## config.mk

```make
export PLATFORM = sky130hd
export DESIGN_NAME = pts_tx_24_lsb
export DESIGN_NICKNAME = d
export VERILOG_FILES = /design/src/rtl/pts_tx_24_lsb.sv
export SDC_FILE = /design/constraint.sdc
export NUM_CORES = 1
export LEC_CHECK = 0
export CORE_ASPECT_RATIO = 1.2
export CORE_MARGIN = 5
export CORE_UTILIZATION = 56
export CTS_CLUSTER_DIAMETER = 50
export CTS_CLUSTER_SIZE = 20
export DETAILED_ROUTE_END_ITERATION = 10
export GPL_ROUTABILITY_DRIVEN = 1
export PLACE_DENSITY_LB_ADDON = 0.1
export SLEW_MARGIN = 20
export SYNTH_ARGS = -nofsm -noshare
export SYNTH_HDL_FRONTEND = slang
export SYNTH_SLANG_ARGS = --single-unit
```

## constraint.sdc

```tcl
create_clock -name clk -period 2.2 [get_ports clk]
set_clock_uncertainty 0.15 [all_clocks]
set_input_delay 0.22 -clock clk [delete_from_list [all_inputs] [get_ports clk]]
set_output_delay 0.22 -clock clk [all_outputs]
set_load 0.01 [all_outputs]
```

## src/rtl/pts_tx_24_lsb.sv

```systemverilog
// Parallel-to-serial transmitter: valid/ready intake into a one-word holding buffer,
// LSB-first shift-out with a per-bit strobe that drives the paired receiver's shift enable.
module pts_tx_24_lsb #(
   parameter int WIDTH        = 24,
   parameter int CLKS_PER_BIT = 1
) (
   input  logic             clk,
   input  logic             rst,
   input  logic [WIDTH-1:0] tx_data,
   input  logic             tx_valid,
   output logic             tx_ready,
   output logic             serial_out,
   output logic             shift_strobe,
   output logic             busy,
   output logic             tx_done
);

   localparam int CW = (CLKS_PER_BIT > 1) ? $clog2(CLKS_PER_BIT) : 1;
   localparam int BW = $clog2(WIDTH);
   localparam logic [CW-1:0] CLK_LAST = CW'(CLKS_PER_BIT - 1);
   localparam logic [BW-1:0] BIT_LAST = BW'(WIDTH - 1);

   typedef enum logic {IDLE, SHIFT} state_t;

   state_t           state, state_next;
   logic [WIDTH-1:0] hold_reg;
   logic             hold_full;
   logic [WIDTH-1:0] shift_reg;
   logic [WIDTH-1:0] load_word;
   logic [CW-1:0]    clk_cnt;
   logic [BW-1:0]    bit_cnt;
   logic             bit_end;
   logic             frame_end;
   logic             accept;
   logic             load;

   // NOTE: every signal gets a value before any branch, so no path can infer a latch.
   always_comb begin
      bit_end    = (state == SHIFT) && (clk_cnt == CLK_LAST);
      frame_end  = bit_end && (bit_cnt == BIT_LAST);
      accept     = tx_valid && !hold_full;
      load       = ((state == IDLE) || frame_end) && (hold_full || accept);
      // Buffered word always goes first; otherwise the incoming word bypasses the buffer.
      load_word  = hold_full ? hold_reg : tx_data;
      state_next = state;
      if (load) begin
         state_next = SHIFT;
      end else if (frame_end) begin
         state_next = IDLE;
      end
   end

   // NOTE: sequential state uses non-blocking assignments so all registers update together.
   always_ff @(posedge clk) begin
      if (rst) begin
         state <= IDLE;
      end else begin
         state <= state_next;
      end
   end

   // NOTE: the data registers are reset too; they are few, and it keeps simulation X-free.
   always_ff @(posedge clk) begin
      if (rst) begin
         hold_reg  <= '0;
         hold_full <= 1'b0;
         shift_reg <= '0;
         clk_cnt   <= '0;
         bit_cnt   <= '0;
         tx_done   <= 1'b0;
      end else begin
         tx_done <= frame_end;

         // An accept is impossible while the buffer is full, so the two branches never overlap.
         if (load && hold_full) begin
            hold_full <= 1'b0;
         end else if (accept && !load) begin
            hold_reg  <= tx_data;
            hold_full <= 1'b1;
         end

         if (load) begin
            shift_reg <= load_word;
            clk_cnt   <= '0;
            bit_cnt   <= '0;
         end else if (frame_end) begin
            shift_reg <= '0;
            clk_cnt   <= '0;
            bit_cnt   <= '0;
         end else if (bit_end) begin
            shift_reg <= shift_reg >> 1;
            clk_cnt   <= '0;
            bit_cnt   <= bit_cnt + 1'b1;
         end else if (state == SHIFT) begin
            clk_cnt <= clk_cnt + 1'b1;
         end
      end
   end

   assign tx_ready     = !hold_full;
   assign busy         = (state == SHIFT);
   assign serial_out   = busy && shift_reg[0];
   assign shift_strobe = bit_end;

endmodule

```

==> metrics.txt, run 1 <==
status=completed; nets@finish=348; ant diodes=0; Syn Nets=317; buffers from clock root to sink, at most=2; final setup vio count=0; initial antenna violation count=0; Hold Path Depth=2; drt wl/cell=15.6 um; period utilization=92.6%; worst skew pair latency=0.34 ns; crit path DAT=1.67 ns; Post-Syn Area per Cell=9.69 um^2; Cell Area, Synth=2800 um^2; final WL=5970 um; area share of the largest cell type after synthesis=40.8%; Seq cells post-synth=57; post-CTS sizing=0; leakage=1.19 nW; Tot GR Track Use=20.1%; DRC=0; die width=74.6 um; # hold bufs at CTS=0; number of port buffers=31; Worst Hold End=hold_reg[7]$_SDFFE_PP0P_; largest net degree at the start of global routing=75; die area=6520 um^2; final hold viol count=0; CP max FO=10; hold_sp=hold_reg[7]$_SDFFE_PP0P_; most instantiated library cell after synthesis=dfxtp_1; dpl ws=0.300 ns; Post-Syn Instances=289; asr flop ratio synth=0%; DR iter-0 viols=217; H-tree levels=3; Synth top cells by count=dfxtp_1 (57), nand2_1 (51), mux2i_1 (47), nand3_1 (25), o211ai_1 (24); CTS Buf Count=9; I/O Pins=32; Die Span Y=87.5 um; first-pass GRT wire length=10100 um; CP Capture Type=output pin; register area share after synthesis=40.8%; area leader, netlist=dfxtp_1; vias in the first global route=2279; Slew @ Worst Pin=0.450 ns; RSZ-0062 raised after global routing=false; TNS Setup=0 ns; layout cell share with drive strength beyond 1=14.0%; minimum clock period=2.04 ns; final slew viol count=0; dpl hpwl=3870 um; critical path class=flop to output pin; maximum vdd ir drop=0.641 mV; Routability Congestion=0.769; placed insts=369; maximum clock rate=491 MHz; P per Cell Area=682 nW/um^2; Netlist cell types=35; Synth area leaders=dfxtp_1 (41%), mux2i_1 (17%), nand2_1 (6.8%), o211ai_1 (6.4%), o311ai_2 (5.8%); DR vias/cell=6.05; Worst slew margin=70.0%; Syn-to-layout area delta=20.1%; worst reg2reg path startpoint=bit_cnt[0]$_SDFFE_PP0P_; root buffer cell=clkbuf_8; DR pass1 iterations=4; Critical Path RT=1.83 ns; Antenna Violating Nets Remaining=0; reg2reg path depth=6; core box area=4900 um^2; clk sinks=57; Max Cap Violations=0; Reg2Reg Setup Slack=0.29 ns; register clock-pin slew on the reported worst setup and hold paths=0.06 ns; EDFF count, synth=0; Main synth FF type=dfxtp_1; row count=28; Ys Warns=0; Worst Setup Slack, final=0.164 ns; initial core utilization=57.1%; Cell Count, Final, Fillers Out=382; TritonCTS clock tree=yes; grt total ovfl=0; vias=2311; crit start category=flop; Min-Delay Path Class=flop to flop; R2R Path End=hold_reg[3]$_SDFFE_PP0P_; post-CTS setup buffers=0
-- cell families after synthesis --
family / Yosys count / synth area share (%)
flip-flops: 57 / 40.8
XOR/XNOR: 1 / 0.313
buffers and inverters: 31 / 5.99
multiplexers: 47 / 16.8
AO/OA/AOI/OAI: 61 / 20.2
AND/OR/NAND/NOR: 91 / 15.5
adder cells (fa/ha/maj): 1 / 0.447
-- cell type report --
cell class | instances | area, um^2
well taps | 60 | 75.1
repair buffers | 48 | 475
clock buffers | 13 | 169
fillers | 411 | 1540
flip-flops and latches | 57 | 1140
multi-input cells | 201 | 1490
inverters | 3 | 11.3
-- per-layer routing --
| metal | global-route usage [%] | part of all wire (%) | vias up |
|---|---|---|---|
| met5 | 0 | 0 | - |
| met4 | 10.0 | 1.7 | 0 |
| met3 | 5.43 | 3.8 | 9 |
| met2 | 32.3 | 48 | 43 |
| met1 | 24.3 | 46 | 1119 |
| li1 | - | - | 1140 |
-- how the worst max path moves through the flow --
stage | slack, ns | to | from
2_1_floorplan | 0.55 | bit_cnt[1]$_SDFFE_PP0P_ | bit_cnt[0]$_SDFFE_PP0P_
3_3_place_gp | 0.33 | shift_reg[5]$_SDFFE_PP0P_ | bit_cnt[0]$_SDFFE_PP0P_
3_5_place_dp | 0.30 | hold_reg[3]$_SDFFE_PP0P_ | bit_cnt[0]$_SDFFE_PP0P_
4_1_cts | 0.14 | shift_strobe | busy$_SDFFE_PP0P_
5_1_grt | 0.02 | shift_strobe | busy$_SDFFE_PP0P_
6_report | 0.16 | shift_strobe | busy$_SDFFE_PP0P_
-- cells in the final DEF (no fill, tap or decap), types with 2 or more instances in the layout --
| master | Yosys | final |
|---|---|---|
| dfxtp_1 | 57 | 57 |
| nand2_1 | 51 | 51 |
| mux2i_1 | 47 | 47 |
| clkdlybuf4s50_1 | 0 | 31 |
| nand3_1 | 25 | 25 |
| o211ai_1 | 24 | 24 |
| buf_4 | 2 | 14 |
| clkbuf_8 | 0 | 12 |
| o311ai_2 | 10 | 10 |
| o311ai_1 | 9 | 9 |
| o311ai_0 | 4 | 4 |
| and2_1 | 3 | 3 |
| or3_1 | 3 | 3 |
| o21ai_0 | 3 | 3 |
| a221oi_1 | 3 | 3 |
| buf_12 | 0 | 3 |
| inv_1 | 3 | 2 |
| o21a_1 | 2 | 2 |
| and3_1 | 2 | 2 |
-- per-stage QoR --
stage | power [mW] | util (%) | area [um^2] | hold WS, ns
floorplan | 1.33 | - | 2800 | 0.212
global placement | 1.44 | 65.1 | 3190 | 0.291
detailed placement | 1.45 | 65.1 | 3190 | 0.302
CTS | 2.31 | 68.6 | 3360 | 0.305
global route | 2.38 | 68.6 | 3360 | 0.327
finish | 2.29 | 68.6 | 3360 | 0.307
-- critical path: stages, from the launching register on --
cell             delay (ns)
dfxtp_1                0.49
nand2b_1               0.13
inv_1                  0.15
clkdlybuf4s50_1        0.56
-- where the power goes --
| part | internal [mW] | leakage, nW | switching [mW] | total, mW |
|---|---|---|---|---|
| clock network | 0.482 | 0.0875 | 0.379 | 0.862 |
| registers | 1.09 | 0.465 | 0.0323 | 1.12 |
| logic | 0.152 | 0.642 | 0.157 | 0.309 |
No activity file was read; power rests on OpenSTA's default activity.
==> run 2, diff against run 1 <==
--- a/config.mk
+++ b/config.mk
@@ -5,11 +5,11 @@
 export SDC_FILE = /design/constraint.sdc
 export NUM_CORES = 1
 export LEC_CHECK = 0
+export CAP_MARGIN = 20
 export CORE_ASPECT_RATIO = 1.2
 export CORE_MARGIN = 5
-export CORE_UTILIZATION = 56
+export CORE_UTILIZATION = 50
 export CTS_CLUSTER_DIAMETER = 50
-export CTS_CLUSTER_SIZE = 20
 export DETAILED_ROUTE_END_ITERATION = 10
 export GPL_ROUTABILITY_DRIVEN = 1
 export PLACE_DENSITY_LB_ADDON = 0.1
==> run 2 against run 1 <==
Effect of this change: global-route usage fell by 2.8 points; largest power group unchanged; clock power fell by 8.8%; flip-flop and latch count did not move.
==> metrics.txt, run 2 (same netlist as run 1, synthesis figures left out) <==
TritonCTS clock tree=yes (unchanged); Final Total Pwr=2.21 mW (was 2.29 mW); dpl hpwl=3840 um (was 3870 um); status=completed (unchanged); CTS Buf Count=9 (unchanged); Slew @ Worst Pin=0.293 ns (was 0.450 ns); Reg2Reg Setup Slack=0.21 ns (was 0.29 ns); Seq. cell area=1140 um^2 (about the same); vias in the first global route=2230 (was 2279); row count=29 (was 28); Syn-to-layout area delta=18.8% (was 20.1%); multi-input logic area=1490 um^2 (unchanged); number of cells on the critical path=3 (unchanged); DR pass1 iterations=5 (was 4); Critical Path RT=1.83 ns (about the same); commonest non-fill, non-tap cells in the layout=dfxtp_1 (56), nand2_1 (51), mux2i_1 (47) (was dfxtp_1 (57), nand2_1 (51), mux2i_1 (47)); Die Span Y=92.0 um (was 87.5 um); period utilization=94.3% (was 92.6%); ant diodes=0 (unchanged); filler cell count=484 (was 411); CP Capture Type=output pin (unchanged); maximum vdd ir drop=0.489 mV (was 0.641 mV); final hold viol count=0 (unchanged); Top delay family on crit path=buffers and inverters (unchanged); Routability Congestion=0.772 (was 0.769); hold_sp=hold_reg[2]$_SDFFE_PP0P_ (was hold_reg[7]$_SDFFE_PP0P_); initial core utilization=52.1% (was 57.1%); number of port buffers=31 (unchanged); clk sinks=57 (unchanged); die width=78.3 um (was 74.6 um); first-pass GRT wire length=10000 um (was 10100 um); core box area=5370 um^2 (was 4900 um^2); reg2reg path depth=5 (was 6); initial antenna violation count=0 (unchanged); H-tree levels=3 (unchanged); TNS Setup=0 ns (unchanged); Crit path buffers/inverters=2 (unchanged); maximum clock rate=482 MHz (was 491 MHz); Max stage delay on crit path=0.56 ns (about the same); R2R Path End=shift_reg[5]$_SDFFE_PP0P_ (was hold_reg[3]$_SDFFE_PP0P_); Slowest-stage cell, CP=clkdlybuf4s50_1 (unchanged); largest net degree at the start of global routing=75 (unchanged); final setup vio count=0 (unchanged); nets@finish=346 (was 348); crit path capture=shift_strobe (unchanged); minimum clock period=2.08 ns (was 2.04 ns); Max Cap Violations=0 (unchanged); I/O Pins=32 (unchanged); DR iter-0 viols=203 (was 217); root buffer cell=clkbuf_8 (unchanged); crit start category=flop (unchanged); grt total ovfl=0 (unchanged); critical path launch point=clk_cnt$_SDFFE_PP0P_ (was busy$_SDFFE_PP0P_); worst skew pair latency=0.33 ns (was 0.34 ns); P per Cell Area=664 nW/um^2 (was 682 nW/um^2); critical path class=flop to output pin (unchanged); drt wl/cell=15.4 um (was 15.6 um); final WL=5920 um (was 5970 um); final design utilization=61.9% (was 68.6%); die area=7200 um^2 (was 6520 um^2); DRC=0 (unchanged); buffers from clock root to sink, at most=2 (unchanged); vias=2302 (was 2311); Hold Path Depth=2 (unchanged); layout cell share with drive strength beyond 1=13.9% (was 14.0%); Worst slew margin=80.2% (was 70.0%); leakage=1.18 nW (was 1.19 nW); Tot GR Track Use=17.2% (was 20.1%); final slew viol count=0 (unchanged); Antenna Violating Nets Remaining=0 (unchanged); Min-Delay Path Class=flop to flop (unchanged); commonest non-fill, non-tap cell in the layout=dfxtp_1 (unchanged); DR vias/cell=5.98 (was 6.05); worst reg2reg path startpoint=bit_cnt[0]$_SDFFE_PP0P_ (unchanged); CP max FO=7 (was 10); crit path DAT=1.71 ns (was 1.67 ns); RSZ-0062 raised after global routing=false (unchanged); # hold bufs at CTS=0 (unchanged); crit-path cells=nand2b_1, inv_1, clkdlybuf4s50_1 (unchanged); register clock-pin slew on the reported worst setup and hold paths=0.06 ns (about the same)
==> run 2: cell types whose count changed in the layout (fill, tap and decap cells not counted) <==
cell / previous run / this run
buf_12: 3 / 2
buf_4: 14 / 13
dfxtp_2: 0 / 1
clkbuf_8: 12 / 9
dfxtp_1: 57 / 56
clkinv_2: 0 / 4
clkbuf_1: 1 / 3
==> run 2: stage by stage <==
step	hold WS [ns]	cell area (um^2)	instances	setup WS (ns)
2_1_floorplan	0.212	2800	289	0.552
3_3_place_gp	0.291	3170	369	0.321
3_5_place_dp	0.299	3170	369	0.260
4_1_cts	0.307	3330	385	0.110
5_1_grt	0.321	3330	385	0.00111
6_report	0.305	3330	385	0.125
==> run 2: metal layers <==
layer	part of all wire, %	wire length, um	vias to the layer above	track usage, %
li1	-	-	1139	-
met1	44	2620	1117	21.5
met2	51	3010	44	28.7
met3	4.2	251	2	3.24
met4	0.66	39	0	7.87
met5	0	0	-	0
==> run 2: how the worst min path moves through the flow <==
| stage | endpoint |
|---|---|
| after global placement | hold_reg[23]$_SDFFE_PP0P_ |
| final | hold_reg[2]$_SDFFE_PP0P_ |
| after detailed placement | hold_reg[2]$_SDFFE_PP0P_ |
| after floorplan | hold_reg[23]$_SDFFE_PP0P_ |
| after global routing | hold_reg[22]$_SDFFE_PP0P_ |
| after CTS | hold_reg[2]$_SDFFE_PP0P_ |
==> run 2: power breakdown <==
group | switching (mW) | internal, mW
Combinational | 0.154 | 0.147
Clock | 0.385 | 0.401
Sequential | 0.0319 | 1.09
Total | 0.571 | 1.64
==> run 2: area by class of cell <==
type,instances,area share [%]
clock buffer,12,4.06
clock inverter,4,0.602
inverter,3,0.339
multi-input combinational,201,44.8
sequential,57,34.3
tap,62,2.33
timing repair buffer,46,13.5
==> run 2: repair_timing <==
action                     CTS  global route
hold endpoints to repair     0             0
setup buffers                0             0
resized for setup            1             0
setup endpoints to repair    1             0
==> run 2: worst reg2reg max path, delay by kind of cell, from the launching register on <==
| kind | cells | cell delay [ns] |
|---|---|---|
| AOI/OAI and AO/OA | 2 | 0.61 |
| adders and majority gates | 1 | 0.27 |
| buffers and inverters | 1 | 0.20 |
| DFF | 1 | 0.37 |
| and+or+nand+nor | 1 | 0.27 |
==> run 3, diff against run 2 <==
--- a/config.mk
+++ b/config.mk
@@ -8,7 +8,7 @@
 export CAP_MARGIN = 20
 export CORE_ASPECT_RATIO = 1.2
 export CORE_MARGIN = 5
-export CORE_UTILIZATION = 50
+export CORE_UTILIZATION = 40
 export CTS_CLUSTER_DIAMETER = 50
 export DETAILED_ROUTE_END_ITERATION = 10
 export GPL_ROUTABILITY_DRIVEN = 1
==> constraint.sdc (replaced) <==
create_clock -name clk -period 2.2 [get_ports clk]
set_clock_uncertainty 0.15 [all_clocks]
set_input_delay 0.22 -clock clk [delete_from_list [all_inputs] [get_ports clk]]
set_output_delay 0.22 -clock clk [all_outputs]
set_load 0.02 [all_outputs]
==> run 3 against run 2 <==
Effect of this change: largest power group unchanged; setup slack better by 0.23 ns; first-iteration DRC count down 40%; global-route usage down 2.1 points; die area up 22%; clock-buffer cell count up 2; power up 6.8%; critical path depth down 1; critical endpoint is now serial_out; core utilization down 12 points; sequential power about the same.
==> metrics.txt, run 3 (same netlist as run 1, synthesis figures left out) <==
status=completed (unchanged); minimum clock period=1.85 ns (was 2.08 ns); crit path DAT=1.48 ns (was 1.71 ns); ant diodes=0 (unchanged); clk sinks=57 (unchanged); CP max FO=10 (was 7); core box area=6810 um^2 (was 5370 um^2); drt wl/cell=14.8 um (was 15.4 um); Min-Delay Path Class=flop to flop (unchanged); I/O Pins=32 (unchanged); initial core utilization=41.1% (was 52.1%); commonest non-fill, non-tap cells in the layout=dfxtp_1 (56), nand2_1 (51), mux2i_1 (47) (unchanged); period utilization=83.9% (was 94.3%); DR pass1 iterations=4 (was 5); DRC=0 (unchanged); Die Span Y=102 um (was 92.0 um); CP Capture Type=output pin (unchanged); critical path class=flop to output pin (unchanged); first-pass GRT wire length=10500 um (was 10000 um); DR iter-0 viols=122 (was 203); Max Cap Violations=0 (unchanged); maximum clock rate=542 MHz (was 482 MHz); Syn-to-layout area delta=22.4% (was 18.8%); leakage=1.23 nW (was 1.18 nW); crit-path cells=and2_1, clkdlybuf4s50_1 (was nand2b_1, inv_1, clkdlybuf4s50_1); Crit path buffers/inverters=1 (was 2); H-tree levels=3 (unchanged); dpl hpwl=4090 um (was 3840 um); initial antenna violation count=0 (unchanged); DR vias/cell=5.47 (was 5.98); CTS Buf Count=9 (unchanged); crit start category=flop (unchanged); Slowest-stage cell, CP=clkdlybuf4s50_1 (unchanged); Critical Path RT=1.83 ns (about the same); Slew @ Worst Pin=0.320 ns (was 0.293 ns); RSZ-0062 raised after global routing=false (unchanged); commonest non-fill, non-tap cell in the layout=dfxtp_1 (unchanged); post-CTS setup buffers=0 (unchanged); number of port buffers=31 (unchanged); vias in the first global route=2232 (was 2230); Worst slew margin=78.4% (was 80.2%); final hold viol count=0 (unchanged); Routability Congestion=0.753 (was 0.772); post-CTS sizing=1 (unchanged); final WL=6110 um (was 5920 um); Top delay family on crit path=buffers and inverters (unchanged); die area=8780 um^2 (was 7200 um^2); P per Cell Area=688 nW/um^2 (was 664 nW/um^2); Tot GR Track Use=15.1% (was 17.2%); final slew viol count=0 (unchanged); filler cell count=693 (was 484); worst skew pair latency=0.33 ns (about the same); maximum vdd ir drop=0.459 mV (was 0.489 mV); grt total ovfl=0 (unchanged); TNS Setup=0 ns (unchanged); layout cell share with drive strength beyond 1=15.6% (was 13.9%); nets@finish=350 (was 346); die width=86.4 um (was 78.3 um); row count=33 (was 29); Antenna Violating Nets Remaining=0 (unchanged); Final Total Pwr=2.36 mW (was 2.21 mW); vias=2263 (was 2302); # hold bufs at CTS=0 (unchanged); final setup vio count=0 (unchanged); buffers from clock root to sink, at most=2 (unchanged); Max stage delay on crit path=0.59 ns (was 0.56 ns); root buffer cell=clkbuf_8 (unchanged); TritonCTS clock tree=yes (unchanged); largest net degree at the start of global routing=53 (was 75); register clock-pin slew on the reported worst setup and hold paths=0.06 ns (about the same)
## run 3: final timing paths
check / start / to / slack (ns) / cells after the start
max: busy$_SDFFE_PP0P_ / serial_out / 0.35 / 2
min: hold_reg[15]$_SDFFE_PP0P_ / hold_reg[15]$_SDFFE_PP0P_ / 0.30 / 2
max reg2reg: bit_cnt[0]$_SDFFE_PP0P_ / shift_reg[5]$_SDFFE_PP0P_ / 0.38 / 5
min reg2reg: hold_reg[15]$_SDFFE_PP0P_ / hold_reg[15]$_SDFFE_PP0P_ / 0.30 / 2
## run 3: tightest hold or removal path, delay by kind of cell (launching register included)
family | cells | cell delay, ns
and+or+nand+nor | 1 | 0.05
DFF | 1 | 0.31
muxes | 1 | 0.05
## run 3: where the power goes
group          leakage, nW  internal, mW  total [mW]  switching, mW
combinational        0.659         0.150       0.309          0.160
sequential           0.466          1.09        1.12         0.0310
clock                0.102         0.529       0.928          0.400
## run 3: area by class of cell
type / instances / area [um^2] / share of cell area, %
multi-input combinational: 201 / 1490 / 43.5
sequential: 57 / 1140 / 33.3
timing repair buffer: 50 / 480 / 14.0
clock buffer: 14 / 183 / 5.33
tap: 87 / 109 / 3.18
inverter: 3 / 11.3 / 0.329
clock inverter: 2 / 10.0 / 0.292
## run 3: metal layers
metal / wire length (um) / up-vias / global-route usage [%]
met5: 0 / - / 0
met4: 86 / 0 / 5.28
met3: 285 / 6 / 5.45
met2: 2950 / 40 / 25.1
met1: 2800 / 1075 / 18.0
li1: - / 1142 / -
## run 3: metrics by stage
stage / cells / instance area, um^2 / setup slack (ns) / hold WS (ns) / util [%]
2_1_floorplan: 289 / 2800 / 0.552 / 0.212 / -
3_3_place_gp: 398 / 3230 / 0.315 / 0.291 / 47.4
3_5_place_dp: 398 / 3230 / 0.305 / 0.298 / 47.4
4_1_cts: 414 / 3420 / 0.0316 / 0.308 / 50.3
5_1_grt: 414 / 3430 / 0.272 / 0.309 / 50.3
6_report: 414 / 3430 / 0.353 / 0.304 / 50.3
